===== src/rtl/cpu_run_ctrl.sv =====
// Run controller for CPU benches: sequences core reset, counts cycles/retires, detects end of program.
// Optional retire/termination trace when CPU_RUN_TRACE_EN is defined.
module cpu_run_ctrl #(
  parameter int unsigned     PC_W        = 32,
  parameter int unsigned     CNT_W       = 32,
  parameter int unsigned     RST_CYCLES  = 4,
  parameter logic [PC_W-1:0] HALT_PC     = PC_W'(32'h0000_3ffc),
  parameter int unsigned     HALT_REPEAT = 3,
  parameter int unsigned     MAX_CYCLES  = 100000
) (
  input  logic             clk,
  input  logic             reset,
  input  logic             start,
  input  logic [PC_W-1:0]  pc,
  input  logic             pc_valid,
  output logic             cpu_reset,
  output logic             busy,
  output logic             done,
  output logic [1:0]       reason,
  output logic [CNT_W-1:0] cycle_cnt,
  output logic [CNT_W-1:0] retire_cnt
);

  localparam int unsigned HOLD_W = (RST_CYCLES > 1) ? $clog2(RST_CYCLES) : 1;
  localparam int unsigned SAME_W = $clog2(HALT_REPEAT + 1);

  localparam logic [HOLD_W-1:0] HOLD_LAST = HOLD_W'(RST_CYCLES - 1);
  localparam logic [SAME_W-1:0] SPIN_AT   = SAME_W'(HALT_REPEAT - 2);
  localparam logic [CNT_W-1:0]  CYC_LAST  = CNT_W'(MAX_CYCLES - 1);

  localparam logic [1:0] RSN_NONE = 2'b00;
  localparam logic [1:0] RSN_SPIN = 2'b01;
  localparam logic [1:0] RSN_HALT = 2'b10;
  localparam logic [1:0] RSN_TMO  = 2'b11;

  typedef enum logic [1:0] {
    S_IDLE,
    S_RST_HOLD,
    S_RUN,
    S_DONE
  } state_t;

  state_t            state, state_nxt;
  logic [HOLD_W-1:0] hold_cnt;
  logic [SAME_W-1:0] same_cnt;
  logic [PC_W-1:0]   last_pc;
  logic              same_pc_c;
  logic [1:0]        term_rsn_c;

  // State register
  always_ff @(posedge clk or negedge reset) begin
    if (!reset) state <= S_IDLE;
    else        state <= state_nxt;
  end

  // Termination detect (halt PC > spin > timeout) and next-state
  always_comb begin
    state_nxt  = state;
    term_rsn_c = RSN_NONE;
    same_pc_c  = (pc == last_pc);
    if (pc_valid && (pc == HALT_PC))                      term_rsn_c = RSN_HALT;
    else if (pc_valid && same_pc_c && (same_cnt == SPIN_AT)) term_rsn_c = RSN_SPIN;
    else if (cycle_cnt == CYC_LAST)                       term_rsn_c = RSN_TMO;
    case (state)
      S_IDLE, S_DONE: if (start)                   state_nxt = S_RST_HOLD;
      S_RST_HOLD:     if (hold_cnt == HOLD_LAST)   state_nxt = S_RUN;
      S_RUN:          if (term_rsn_c != RSN_NONE)  state_nxt = S_DONE;
      default:                                     state_nxt = S_IDLE;
    endcase
  end

  // Registered outputs and run datapath
  always_ff @(posedge clk or negedge reset) begin
    if (!reset) begin
      cpu_reset  <= 1'b1;
      busy       <= 1'b0;
      done       <= 1'b0;
      reason     <= RSN_NONE;
      cycle_cnt  <= '0;
      retire_cnt <= '0;
      hold_cnt   <= '0;
      same_cnt   <= '0;
      last_pc    <= '0;
    end else begin
      cpu_reset <= (state_nxt != S_RUN);
      busy      <= (state_nxt == S_RST_HOLD) || (state_nxt == S_RUN);
      done      <= (state_nxt == S_DONE);
      if ((state != S_RST_HOLD) && (state_nxt == S_RST_HOLD)) begin
        reason     <= RSN_NONE;
        cycle_cnt  <= '0;
        retire_cnt <= '0;
        hold_cnt   <= '0;
        same_cnt   <= '0;
        last_pc    <= '0;
      end else if (state == S_RST_HOLD) begin
        hold_cnt <= hold_cnt + HOLD_W'(1);
      end else if (state == S_RUN) begin
        cycle_cnt <= cycle_cnt + CNT_W'(1);
        if (pc_valid) begin
          if (retire_cnt != '1) retire_cnt <= retire_cnt + CNT_W'(1);
          last_pc  <= pc;
          same_cnt <= (same_pc_c && (retire_cnt != '0)) ? same_cnt + SAME_W'(1) : '0;
        end
        if (state_nxt == S_DONE) reason <= term_rsn_c;
      end
    end
  end

`ifdef CPU_RUN_TRACE_EN
  // Simulation trace of retires and the final report
  always @(posedge clk) begin
    if (reset && (state == S_RUN)) begin
      if (pc_valid) $display("%d@%h", cycle_cnt, pc);
      if (state_nxt == S_DONE)
        $display("cpu_run_ctrl: reason=%b cycles=%0d retires=%0d", term_rsn_c,
                 cycle_cnt + CNT_W'(1),
                 (pc_valid && (retire_cnt != '1)) ? retire_cnt + CNT_W'(1) : retire_cnt);
    end
  end
`endif

endmodule


===== config.mk =====
export PLATFORM = sky130hd
export DESIGN_NAME = cpu_run_ctrl
export DESIGN_NICKNAME = d
export VERILOG_FILES = /design/src/rtl/cpu_run_ctrl.sv
export SDC_FILE = /design/constraint.sdc
export NUM_CORES = 1
export LEC_CHECK = 0
export ABC_AREA = 1
export BUFFER_PORTS_ARGS = -buffer_cell sky130_fd_sc_hd__buf_4
export CAP_MARGIN = 20
export CELL_PAD_IN_SITES_DETAIL_PLACEMENT = 1
export CELL_PAD_IN_SITES_GLOBAL_PLACEMENT = 1
export CORE_AREA = 2 2 153 155
export CTS_CLUSTER_SIZE = 40
export DETAILED_ROUTE_END_ITERATION = 6
export DIE_AREA = 0 0 155 157
export PLACE_DENSITY_LB_ADDON = 0.15
export SETUP_SLACK_MARGIN = 0.05
export SYNTH_ARGS = -nofsm -noshare
export SYNTH_HDL_FRONTEND = slang
export SYNTH_SLANG_ARGS = --single-unit

===== constraint.sdc =====
create_clock -name clk -period 5.8 [get_ports clk]
set_input_delay 1.45 -clock clk [delete_from_list [all_inputs] [get_ports clk]]
set_output_delay 1.45 -clock clk [all_outputs]
set_load 0.01 [all_outputs]

Word level (Yosys, flattened, before mapping)
Index checks and enable logic that the tools add are counted.
{"block": "word_totals", "ff_bits": 107, "inputBits": 36, "out_inout_bits": 69}
{"block": "classes", "n_addsub": 4, "eq_ne": 15, "muxes": 30, "reduce_logical": 19}
{"cell": "two-way mux 32 bit", "n": 12}
{"cell": "adder 32 x 1 -> 32 bit, second input constant", "n": 2}
{"cell": "two-way mux 2 bit", "n": 17}
{"cell": "== test 32 x 14 -> 1 bit, second input constant", "n": 1}
{"cell": "== test 32 x 17 -> 1 bit, second input constant", "n": 1}
{"cell": "== test 32 bit", "n": 1}
{"cell": "inequality test 32 bit, second input constant", "n": 1}
{"cell": "nonzero test 32 bit", "n": 1}
{"cell": "nonzero test 2 bit", "n": 6}
{"cell": "== test 2 bit, second input constant", "n": 5}
{"cell": "== test 2 x 1 -> 1 bit, second input constant", "n": 3}
{"cell": "one-hot mux 2 bit (3 select lines)", "n": 1}
{"cell": "AND reduction 3 bit", "n": 2}
{"cell": "logical AND 1 bit", "n": 5}
{"cell": "adder 2 x 1 -> 2 bit, second input constant", "n": 2}
{"cell": "inequality test 2 bit, second input constant", "n": 2}
{"cell": "AND reduction 4 bit", "n": 1}
{"cell": "logical NOT 2 bit", "n": 1}
{"cell": "inequality test 2 x 1 -> 1 bit, second input constant", "n": 1}
{"cell": "AND reduction 2 bit", "n": 1}
{"cell": "OR reduction 2 bit", "n": 1}
{"cell": "logical OR 1 bit", "n": 1}

Logic depth before layout (Yosys ltp)
Gate-level depths: netlist of run 1.
{"block": "logic_depth", "depth_word": 13, "ltp_mapped": 23}

Worst setup path before layout of run 1
OpenSTA, ideal clock, no wires.
{"block": "synth_path", "path_kind": "input to register", "start": "input pc[2]", "end": "register cycle_cnt[20]", "arrival_ns": 3.557, "required_ns": 5.680, "slack_ns": 2.123, "path_stages": 22, "path_cell_list": "inv_1 nand2_1 nand2_1 inv_1 nand2_1 nor2_1 nand2_1 nor2_1 nand3_1 nand3_1 nand2_1 a21oi_1 ha_1 o21ai_2 nor2_4 nand2_2 nor3_4 nand2_2 nor2_2 inv_1 o21ai_0 nor2_1"}
{"block": "synth_via", "elab_chain_len": 12, "word_cells_on_any_way": 16}
{"element": "start: declaration", "line_no": "14", "source": "input logic [PC_W-1:0] pc,"}
{"element": "== test 32 bit", "line_no": "60", "source": "same_pc_c = (pc == last_pc);"}
{"element": "logical AND 1 bit (2 in a row)", "line_no": "62", "source": "else if (pc_valid && same_pc_c && (same_cnt == SPIN_AT)) term_rsn_c = RSN_SPIN;"}
{"element": "two-way mux 2 bit", "line_no": "62"}
{"element": "two-way mux 2 bit (*)", "line_no": "61", "source": "if (pc_valid && (pc == HALT_PC)) term_rsn_c = RSN_HALT;"}
{"element": "nonzero test 2 bit (*)", "line_no": "67", "source": "S_RUN: if (term_rsn_c != RSN_NONE) state_nxt = S_DONE;"}
{"element": "two-way mux 2 bit (*)", "line_no": "67"}
{"element": "one-hot mux 2 bit (3 select lines) (*)", "line_no": "64", "source": "case (state)"}
{"element": "via state_nxt[0]", "line_no": "43", "source": "state_t state, state_nxt;"}
{"element": "== test 2 x 1 -> 1 bit (*)", "line_no": "88", "source": "if ((state != S_RST_HOLD) && (state_nxt == S_RST_HOLD)) begin"}
{"element": "logical AND 1 bit (*)", "line_no": "88"}
{"element": "inequality test 2 bit (no line) or nonzero test 2 bit (tied branches)"}
{"element": "AND reduction 2 bit (no line)"}
{"element": "end signal: assignment", "line_no": "98", "source": "cycle_cnt <= cycle_cnt + CNT_W'(1);"}
{"element": "end: declaration", "line_no": "20", "source": "output logic [CNT_W-1:0] cycle_cnt,"}
The timed path passes the listed nets; every way through them passes the cells marked *.
A chain may end at the register's enable or synchronous reset.

Final worst setup path of run 1
{"block": "layout_path", "start": "input pc[29]", "end": "register retire_cnt[20]"}
{"block": "layout_via", "elab_chain_len": 12, "word_cells_on_any_way": 18}
{"element": "== test 32 bit", "line_no": "60"}
{"element": "logical AND 1 bit (2 in a row)", "line_no": "62"}
{"element": "two-way mux 2 bit", "line_no": "62"}
{"element": "two-way mux 2 bit (*)", "line_no": "61"}
{"element": "nonzero test 2 bit (*)", "line_no": "67"}
{"element": "two-way mux 2 bit (*)", "line_no": "67"}
{"element": "one-hot mux 2 bit (3 select lines) (*)", "line_no": "64"}
{"element": "via state_nxt[0]", "line_no": "43"}
{"element": "== test 2 x 1 -> 1 bit (*)", "line_no": "88"}
{"element": "logical AND 1 bit (*)", "line_no": "88"}
{"element": "inequality test 2 bit (no line) or nonzero test 2 bit (tied branches)"}
{"element": "AND reduction 4 bit (no line)"}
{"element": "end signal: assignment", "line_no": "100", "source": "if (retire_cnt != '1) retire_cnt <= retire_cnt + CNT_W'(1);"}
{"element": "end: declaration", "line_no": "21", "source": "output logic [CNT_W-1:0] retire_cnt"}
Marks and branches as above.

==> results of run 1 <==
-- tightest hold or removal path: stages (launching register included) --
cell and delay, ps:
dfrtp_1 340, nand2_1 50, nand2_1 60
-- sequential cells by signal, summed over array words and instances, names as in the netlist --
signal	flops
same_cnt	2
reason	2
hold_cnt	2
state	2
last_pc	32
cycle_cnt	32
retire_cnt	32
cpu_reset	1
done	1
busy	1
-- power groups by stage --
stage	registers, mW	clock network (mW)	logic, mW
5_1_grt	1.09	0.714	1.75
4_1_cts	1.07	0.689	1.59
6_report	1.07	0.661	1.56
3_5_place_dp	1.09	0	1.59
3_3_place_gp	1.08	0	1.56
2_1_floorplan	1.06	0	1.00
-- path summary, 6_finish.rpt --
path	to	cells past startpoint
min in group asynchronous	last_pc[23]$_DFFE_PN0P_	1
hold reg to reg	same_cnt[1]$_DFFE_PN0P_	2
max in group asynchronous	cpu_reset$_DFF_PN1_	2
hold / removal	same_cnt[1]$_DFFE_PN0P_	2
setup reg to reg	retire_cnt[20]$_DFFE_PN0P_	20
setup / recovery	retire_cnt[20]$_DFFE_PN0P_	23
-- cells in the mapped netlist (4+ instances only) --
library cell / instances / share of area, %
inv_2: 8 / 0.45
o31ai_1: 9 / 1.0
o21ai_0: 40 / 3.0
nand4_1: 43 / 4.0
nand2_1: 248 / 14
nand3b_1: 8 / 0.89
nor4_1: 13 / 1.2
nor3_1: 37 / 2.7
a21oi_1: 24 / 1.8
nand2_2: 8 / 0.74
clkbuf_1: 13 / 0.72
inv_1: 144 / 8.0
o21ai_1: 18 / 1.3
ha_1: 10 / 1.9
o22ai_1: 11 / 1.0
xor2_1: 10 / 1.3
nor3_2: 4 / 0.59
nor2_4: 4 / 0.67
buf_2: 5 / 0.37
nor2_1: 83 / 4.6
dfrtp_1: 106 / 39
nand3_1: 59 / 4.4
xnor2_1: 10 / 1.3
-- final cells by class --
type | instances | area [um2]
clock inverter | 4 | 50.0
clock buffer | 12 | 256
tap | 285 | 357
inverter | 153 | 574
sequential | 107 | 2680
timing repair buffer | 111 | 833
fill | 2836 | 14400
multi-input combinational | 671 | 3380
-- kinds of logic (layout without fill, tap and decap cells) --
family / Yosys count / in the layout / synth area share (%)
simple gates: 527 / 527 / 36.2
buf+inv: 175 / 280 / 10.1
compound gates: 114 / 114 / 9.54
flops: 107 / 107 / 39.7
xor+xnor: 20 / 20 / 2.60
fa+ha+maj: 10 / 10 / 1.86
-- per-layer routing --
metal / up-vias / wire (um) / global-route usage (%) / share of wire (%)
li1: 3310 / - / - / -
met1: 3213 / 10800 / 26.3 / 48
met2: 114 / 10800 / 32.3 / 47
met3: 10 / 957 / 3.11 / 4.2
met4: 0 / 173 / 3.22 / 0.76
met5: - / 0 / 0 / 0
-- cell usage in the layout, fill, tap and decap left out, types with 8 or more instances in the layout --
cell type  instances
a21oi_1           24
buf_4            111
clkbuf_16          9
dfrtp_1          106
ha_1              10
inv_1            144
inv_2              8
nand2_1          248
nand2_2            8
nand3_1           59
nand3b_1           8
nand4_1           43
nor2_1            83
nor3_1            37
nor4_1            13
o21ai_0           40
o21ai_1           18
o22ai_1           11
o31ai_1            9
xnor2_1           10
xor2_1            10
==> impl_metrics.py, run 1 <==
metrics = {
    "floorplan": {
        "initial_core_util_pct": 30.0,
        "dieArea_um2": 24300,
        "core_area_um2": 22500,
        "rows": 55,
        "die_width_um": 155,
        "chipHeight_um": 157,
        "io_pins": 105,
    },
    "power": {
        "power_density_nw_per_um2": 405,
        "p_leak_nw": 3.85,
        "p_switching_mw": 1.59,
        "power_mw": 3.29,
        "p_seq_share_pct": 32.5,
        "peakVddDrop_v": 0.000320,
        "power_frac_clock_pct": 20.1,
        "switching_share_pct": 48.3,
        "combinationalPowerShare_pct": 47.5,
        "internal-power_mw": 1.70,
    },
    "cts": {
        "cts_hold_buffers": 0,
        "cts_buffers": 9,
        "clock-root-buffer": "clkbuf_16",
        "postCtsSetupRepairBufs": 0,
        "cts_tree": "done",
        "cts_max_level": 3,
        "cts_max_path_buffers": 2,
        "clk_pin_slew_ps": 70,
        "cts.sinks": 107,
        "post_cts_resized": 0,
        "clk_latency_ps": 360,
    },
    "final_layout": {
        "final_util_pct": 36.1,
        "final_cell_area_um2": 8130,
        "drive_gt1_share_pct": 15.5,
        "instances_no_fill": 1343,
        "finalNetCount": 1099,
        "antenna_cells": 0,
        "areaGrowthSynthToFinish_pct": 20.7,
    },
    "timing": {
        "slew_violations": 0,
        "final.setup.tns_ps": 0,
        "clock.fmax_ghz": 0.235,
        "worst_pin_slew_ps": 770,
        "relSlewSlack_pct": 48.7,
        "post-route-min-period_ps": 4260,
        "timing.final.ws_setup_ps": 1540,
        "hold_viol": 0,
        "timing.hold.ws_ps": 483,
        "fin_crit_sh_pct": 73.4,
        "finalSetupViolations": 0,
        "fin_skew_ps": 11.1,
        "rsz0062_at_grt": "no",
    },
    "yosys": {
        "syn_nets": 999,
        "synthDistinctLibCells": 46,
        "async_flop_share_pct": 100,
        "synth_area_um2": 6740,
        "synth_flop_cell": "dfrtp_1",
        "avgSynthCellArea_um2": 7.07,
        "syn_inst": 953,
        "ys_seq_area_share_pct": 39.7,
        "yosysWarnings": 0,
        "synth_edf_count": 0,
        "ys_ff_latch": 107,
    },
    "global_route": {
        "grt_usage_pct": 19.2,
        "first_global_vias": 6806,
        "antenna_found_initial": 0,
        "grt_start_max_net_pins": 55,
        "grt_pass1_wl_um": 36800,
        "gr-total-overflow": 0,
    },
    "hold_path": {
        "min_from": "same_cnt[1]$_DFFE_PN0P_",
        "hold_class": "flip-flop to flip-flop",
    },
    "setup_path": {
        "crit_required_ps": 6090,
        "crit_chain": "buf_4, inv_1, nand2_1, nand2_1, nand2_1, nor2_1, nand2_1, nor2_1, nand3_1, nand3_1, nand2_1, a21oi_1, ha_1, nand2_2, inv_2, nor4_1, nand3_2, nand2_2, inv_2, nand2_1, o21bai_1, inv_1, nor2_1",
        "arrival_ps": 4550,
        "cp-end-kind": "flip-flop",
        "critPathSlowestCell": "inv_2",
        "start_kind": "primary input",
        "startpoint": "pc[29]",
        "crit_top_cell": "nand2_1",
        "path_delay_family": "simple AND/OR/NAND/NOR gates",
        "reg2reg_from": "cycle_cnt[0]$_DFFE_PN0P_",
        "crit_buf_inv": 5,
        "cp_slowest_stage_delay_ps": 420,
        "rrSetupSlack_ps": 2070,
        "worstSetupPathType": "primary input to flip-flop",
        "crit_fanout": 31,
    },
    "placement": {
        "portBuffers": 104,
        "dpl.hpwl_um": 17100,
        "globalplace.congestion": 0.837,
        "dpl_worst_slack_ps": 1120,
        "placed_cell_area_um2": 7830,
        "placed_cells": 1327,
    },
    "route": {
        "vias": 6647,
        "via_per_inst": 4.95,
        "post_drt_wl_per_cell_um": 16.9,
        "routed_wirelength_um": 22700,
        "drc": 0,
        "first_pass_iters": 4,
        "drt_iter0_markers": 284,
        "detail-route-antenna-nets": 0,
    },
    "run_status": {
        "status": "finished, final reports clean",
    },
    "run": {
        "max_cap_viol_count": 0,
    },
}
Power figures use the tool's default switching activity.
==> run 2: changes to the inputs <==
clock period = 3.52 ns   (was 5.8 ns; I/O delays follow)
==> run 2 against run 1 <==
  * Register-to-register slack got worse by 1700 ps
  * Utilization up 1.5 points
  * Worst setup slack lost 1200 ps
  * Total power up 74%
  * Critical path type unchanged
  * First-iteration DRC count fell by 18%
  * Via count is 2.6% higher
  * Largest cell class unchanged
  * Global-route usage is 0.69 points higher
  * Clock skew decreased by 1.6 ps
  * Sequential share of layout area is 1.3 points lower
  * Design area rose by 4.1%
  * Clock-buffer cell count decreased by 3
  * Sequential power up 64%
==> impl_metrics.py, run 2 (same netlist as run 1, synthesis figures left out) <==
metrics = {
    "final_layout": {
        "instances_no_fill": 1380,
        "multi_input_area_um2": 3400,
        "antenna_cells": 0,
        "reg_top3": "cycle_cnt (32), last_pc (32), retire_cnt (32)",
        "finalNetCount": 1137,
        "final_util_pct": 37.6,
        "final_cell_mix": "nand2_1, buf_4, inv_1, dfrtp_1, nor2_1",
        "drive_gt1_share_pct": 18.9,
        "layout_commonest_cell": "nand2_1",
        "layout.area.seq_um2": 2680,
        "nFillCells": 2855,
        "areaGrowthSynthToFinish_pct": 25.6,
    },
    "floorplan": {
        "rows": 55,
        "chipHeight_um": 157,
        "initial_core_util_pct": 30.0,
        "die_width_um": 155,
        "dieArea_um2": 24300,
        "core_area_um2": 22500,
        "io_pins": 105,
    },
    "cts": {
        "cts_hold_buffers": 0,
        "cts_max_path_buffers": 2,
        "clock-root-buffer": "clkbuf_16",
        "cts_max_level": 3,
        "cts_buffers": 9,
        "clk_pin_slew_ps": 80,
        "clk_latency_ps": 350,
        "cts_tree": "done",
        "cts.sinks": 107,
    },
    "setup_path": {
        "crit_chain": "buf_4, xnor2_1, nand2_1, nor2_1, buf_4, nand2_1, nor2_1, nand3_1, nand3_1, nand2_1, a21oi_2, ha_2, o21ai_2, nor2_4, nand2_2, nor2_2, inv_2, nor2_4, nand2_2, nor2_2, o21ai_0, a21oi_1",
        "crit_cells": 22,
        "crit_buf_inv": 3,
        "critPathSlowestCell": "ha_2",
        "crit_required_ps": 3800,
        "reg2regPathDepth": 20,
        "crit_fanout": 7,
        "start_kind": "primary input",
        "crit_top_cell": "nand2_1",
        "cp_slowest_stage_delay_ps": 220,
        "arrival_ps": 3450,
        "worstSetupPathType": "primary input to flip-flop",
        "path_delay_family": "simple AND/OR/NAND/NOR gates",
        "cp-end-kind": "flip-flop",
    },
    "route": {
        "drt_iter0_markers": 233,
        "via_per_inst": 4.94,
        "post_drt_wl_per_cell_um": 16.9,
        "vias": 6821,
        "drc": 0,
        "first_pass_iters": 4,
        "routed_wirelength_um": 23400,
        "detail-route-antenna-nets": 0,
    },
    "global_route": {
        "antenna_found_initial": 0,
        "grt_start_max_net_pins": 48,
        "grt_usage_pct": 19.8,
        "grt_pass1_wl_um": 38100,
        "gr-total-overflow": 0,
        "first_global_vias": 7042,
    },
    "hold_path": {
        "hold_class": "flip-flop to flip-flop",
        "min_path_cells": 2,
    },
    "run": {
        "max_cap_viol_count": 0,
    },
    "timing": {
        "worst_pin_slew_ps": 589,
        "relSlewSlack_pct": 60.8,
        "slew_violations": 0,
        "rsz0062_at_grt": "no",
        "hold_viol": 0,
        "finalSetupViolations": 0,
        "post-route-min-period_ps": 3170,
        "timing.final.ws_setup_ps": 351,
        "clock.fmax_ghz": 0.316,
        "timing.hold.ws_ps": 494,
        "fin_crit_sh_pct": 90.0,
        "fin_skew_ps": 9.43,
    },
    "run_status": {
        "status": "finished, final reports clean",
    },
    "placement": {
        "dpl.hpwl_um": 17900,
        "portBuffers": 104,
        "placed_cells": 1365,
        "dpl_worst_slack_ps": -71.2,
        "globalplace.congestion": 0.863,
    },
    "power": {
        "p_leak_nw": 4.04,
        "peakVddDrop_v": 0.000331,
        "power_density_nw_per_um2": 677,
    },
}
## run 2: changes by cell type in the layout (fill, tap and decap cells not counted), moves of 2 or more
cell / previous run / this run
buf_4: 111 / 145
clkbuf_8: 2 / 0
ha_2: 0 / 2
buf_12: 0 / 4
ha_1: 10 / 8
## run 2: what timing repair did
action                     CTS  global route
setup buffers                0             0
gates resized for setup      0             6
setup endpoints to repair    0            44
## run 2: worst paths after layout
path / from / endpoint / slack [ps]
worst max-delay path: pc[19] / cycle_cnt[19]$_DFFE_PN0P_ / 350
worst min-delay path: same_cnt[1]$_DFFE_PN0P_ / same_cnt[1]$_DFFE_PN0P_ / 490
worst max register to register: cycle_cnt[1]$_DFFE_PN0P_ / cycle_cnt[19]$_DFFE_PN0P_ / 350
worst min register to register: same_cnt[1]$_DFFE_PN0P_ / same_cnt[1]$_DFFE_PN0P_ / 490
max in group asynchronous: reset / retire_cnt[16]$_DFFE_PN0P_ / 2230
min in group asynchronous: reset / last_pc[5]$_DFFE_PN0P_ / 520
## run 2: tightest hold or removal path: stages, from the launching register on
cell and delay, ps:
dfrtp_1 360, nand2_1 60, nand2_1 50
## run 2: stage by stage
stage / setup TNS [ps] / power [mW] / cell area (um2)
after global placement: 0 / 4.72 / 8160
after global routing: 0 / 6.21 / 8470
after floorplan: 0 / 3.39 / 6740
after detailed placement: -555 / 4.74 / 8160
final: 0 / 5.73 / 8470
after CTS: 0 / 5.83 / 8450
## run 2: routing by layer
| layer | wire [um] | vias up | track usage [%] |
|---|---|---|---|
| li1 | - | 3378 | - |
| met1 | 11400 | 3308 | 27.5 |
| met2 | 10900 | 115 | 33.2 |
| met3 | 697 | 20 | 2.06 |
| met4 | 341 | 0 | 5.29 |
| met5 | 0 | - | 0 |
## run 2: cell type report
| class | count | area share (%) |
|---|---|---|
| clock buffer | 9 | 2.66 |
| clock inverter | 6 | 0.783 |
| inverter | 153 | 6.78 |
| multi-input combinational | 671 | 40.1 |
| sequential | 107 | 31.6 |
| tap | 285 | 4.21 |
| timing repair buffer | 149 | 13.8 |
## run 2: power by group
part,switching (mW),leakage [nW],internal [mW]
sequential,0.278,1.46,1.48
combinational,1.91,2.44,1.02
clock,0.502,0.134,0.551
total,2.69,4.04,3.04
==> run 3: changes to the inputs <==
ABC_AREA = 0   (was 1)
CORE_AREA = 2 2 165 126   (was 2 2 153 155)
DIE_AREA = 0 0 167 128   (was 0 0 155 157)
==> run 3 against run 2 <==
  * Sequential power is 19% lower
  * Clock power about the same
  * Maximum frequency down 13%
  * Clock skew hardly changed
  * Largest cell class unchanged
  * Critical path type unchanged
  * Die area shrank 12%
  * Clock-buffer cell count up 4
  * First-iteration DRC count up 65%
  * The flow now finishes with violations (setup timing)
==> impl_metrics.py, run 3 <==
metrics = {
    "run_status": {
        "status": "finished with violations",
        "violations": "setup timing",
    },
    "yosys": {
        "synth_edf_count": 0,
        "synth_flop_cell": "dfrtp_1",
        "synth.top_cell.area_share_pct": 45.4,
        "async_flop_share_pct": 100,
        "yosysWarnings": 0,
        "synth-xor-area-share_pct": 7.94,
        "yosysMostFrequentCell": "dfrtp_1",
        "synth_compound_area_share_pct": 14.5,
        "synthAdderAreaFrac_pct": 2.14,
        "ys_ff_latch": 107,
        "synth_top_family_by_area": "simple AND/OR/NAND/NOR gates",
        "syn_inst": 625,
        "synth.top_cells.by_count": "dfrtp_1, nand2_1, a21oi_1",
        "synth_top_area_cell": "dfrtp_1",
        "synthDistinctLibCells": 55,
        "synth_area_leaders": "dfrtp_1, xnor2_1, nand2_1, a21oi_1, nand4_1",
        "synth_simple_gate_area_share_pct": 26.0,
        "avgSynthCellArea_um2": 9.35,
        "syn_nets": 671,
        "synth_mux_area_share_pct": 0.535,
        "ys_seq_area_share_pct": 45.8,
        "synth_area_um2": 5840,
    },
    "final_layout": {
        "instances_no_fill": 1142,
        "final_cell_mix": "buf_4, dfrtp_1, nand2_1, nor2_1",
        "finalNetCount": 925,
        "antenna_cells": 0,
        "drive_gt1_share_pct": 40.7,
        "areaGrowthSynthToFinish_pct": 54.5,
        "layout_commonest_cell": "buf_4",
        "reg_top3": "cycle_cnt (32), last_pc (32), retire_cnt (32)",
    },
    "cts": {
        "clk_latency_ps": 350,
        "cts_max_level": 3,
        "cts_tree": "done",
        "cts_buffers": 9,
        "cts_max_path_buffers": 2,
        "clock-root-buffer": "clkbuf_16",
        "clk_pin_slew_ps": 70,
        "cts.sinks": 107,
    },
    "route": {
        "drc": 0,
        "drt_iter0_markers": 385,
        "routed_wirelength_um": 21900,
        "post_drt_wl_per_cell_um": 19.1,
        "detail-route-antenna-nets": 0,
        "vias": 6049,
        "via_per_inst": 5.30,
        "first_pass_iters": 4,
    },
    "floorplan": {
        "chipHeight_um": 128,
        "rows": 45,
        "dieArea_um2": 21400,
        "io_pins": 105,
        "initial_core_util_pct": 29.4,
        "die_width_um": 167,
        "core_area_um2": 19900,
    },
    "setup_path": {
        "rrSetupSlack_ps": 150,
        "cp-end-kind": "flip-flop",
        "crit_buf_inv": 3,
        "worstSetupPathType": "primary input to flip-flop",
        "reg2regPathDepth": 13,
        "reg2reg_from": "cycle_cnt[24]$_DFFE_PN0P_",
        "start_kind": "primary input",
        "crit_fanout": 3,
        "crit_chain": "buf_6, or4b_1, or4_4, nor4_4, buf_6, nor4_4, a21oi_2, ha_4, buf_12, a21oi_4, or2_4, or3_4, or4_1, a21oi_1",
        "crit_required_ps": 3800,
        "critPathSlowestCell": "or4b_1",
        "arrival_ps": 3930,
        "path_delay_family": "simple AND/OR/NAND/NOR gates",
        "cp_slowest_stage_delay_ps": 510,
        "r2r-end": "retire_cnt[11]$_DFFE_PN0P_",
    },
    "timing": {
        "worst_pin_slew_ps": 706,
        "rsz0062_at_grt": "yes",
        "fin_crit_sh_pct": 104,
        "slew_violations": 0,
        "final.setup.tns_ps": -1420,
        "fin_skew_ps": 8.98,
        "relSlewSlack_pct": 52.9,
        "timing.final.ws_setup_ps": -131,
        "clock.fmax_ghz": 0.274,
        "post-route-min-period_ps": 3650,
        "finalSetupViolations": 26,
        "hold_viol": 0,
    },
    "global_route": {
        "gr-total-overflow": 0,
        "antenna_found_initial": 0,
        "grt_pass1_wl_um": 34000,
        "grt_start_max_net_pins": 48,
        "grt_usage_pct": 19.8,
        "first_global_vias": 6321,
    },
    "hold_path": {
        "min_path_cells": 2,
        "hold_class": "flip-flop to flip-flop",
        "min_to": "same_cnt[1]$_DFFE_PN0P_",
        "min_from": "same_cnt[1]$_DFFE_PN0P_",
    },
    "placement": {
        "placed_cells": 1082,
        "portBuffers": 104,
        "dpl.hpwl_um": 15100,
        "globalplace.congestion": 0.784,
    },
    "power": {
        "switching_share_pct": 36.0,
        "p_switching_mw": 1.77,
        "power_frac_clock_pct": 20.8,
        "peakVddDrop_v": 0.000245,
        "power_density_nw_per_um2": 543,
        "power_mw": 4.91,
        "internal-power_mw": 3.14,
        "p_leak_nw": 4.03,
        "p_seq_share_pct": 29.2,
        "combinationalPowerShare_pct": 50.0,
    },
    "run": {
        "max_cap_viol_count": 0,
    },
}
[run 3: cell count changes after synthesis, sizes merged, moves of 14 or more]
cell,delta
or3,+16
nand2,-182
or4,+18
a22o,+14
a21oi,+26
nor3,-35
o21ai,-34
nand3,-40
xnor2,+26
inv,-138
nor2,-50
[run 3: how the worst max path moves through the flow]
stage	startpoint	endpoint	slack (ps)	depth (start not counted)
after global placement	pc[31]	retire_cnt[13]$_DFFE_PN0P_	-600	12
after CTS	pc[31]	retire_cnt[11]$_DFFE_PN0P_	-220	14
final	pc[31]	retire_cnt[11]$_DFFE_PN0P_	-130	14
after global routing	pc[31]	retire_cnt[11]$_DFFE_PN0P_	-240	14
after detailed placement	pc[31]	retire_cnt[13]$_DFFE_PN0P_	-850	12
after floorplan	pc[31]	retire_cnt[11]$_DFFE_PN0P_	-470	13
[run 3: metal layers]
| layer | vias up | wire (um) | track usage, % |
|---|---|---|---|
| met5 | - | 0 | 0 |
| met4 | 0 | 214 | 3.55 |
| met3 | 16 | 905 | 3.30 |
| met2 | 99 | 10300 | 32.4 |
| met1 | 3107 | 10500 | 27.9 |
| li1 | 2827 | - | - |
[run 3: cell type report]
cell class / count / area (um2)
flip-flops and latches: 107 / 2680
well taps: 258 / 323
clock buffers: 13 / 270
multi-input cells: 476 / 3360
inverters: 14 / 52.6
fillers: 2266 / 10800
repair buffers: 271 / 2320
clock inverters: 3 / 21.3
[run 3: per-stage QoR]
stage | setup slack [ps] | hold WS, ps | util [%] | area (um2)
CTS | -222 | 519 | 43.0 | 8550
detailed placement | -850 | 501 | 39.7 | 7890
global placement | -596 | 456 | 39.7 | 7880
floorplan | -469 | 443 | - | 5950
finish | -131 | 519 | 45.4 | 9030
global route | -243 | 546 | 45.4 | 9030
[run 3: repair_timing]
item | 4_1_cts | 5_1_grt
pin swaps | 21 | 25
cloned | 1 | 6
buffers inserted | 22 | 19
endpoints found under the setup margin | 74 | 95
resized for setup | 46 | 56
hold buffers | 0 | 0
[run 3: cells by family (layout without fill, tap and decap cells)]
| group | Yosys count | after routing |
|---|---|---|
| fa+ha+maj | 10 | 10 |
| xor+xnor | 53 | 53 |
| flops | 107 | 107 |
| compound gates | 132 | 132 |
| buf+inv | 42 | 301 |
| mux | 3 | 3 |
| simple gates | 278 | 278 |
[run 3: power groups by stage]
stage | logic (mW) | clock network (mW) | registers, mW
final | 2.45 | 1.02 | 1.43
after global routing | 2.62 | 1.09 | 1.45
after CTS | 1.85 | 1.05 | 1.43
after detailed placement | 1.56 | 0 | 1.46
after global placement | 1.53 | 0 | 1.45
after floorplan | 0.873 | 0 | 1.45
[run 3: worst min-delay path, delay by kind of cell, from the launching register on]
family | cells | cell delay (ps)
compound gates | 1 | 70
flops | 1 | 350
simple gates | 1 | 60
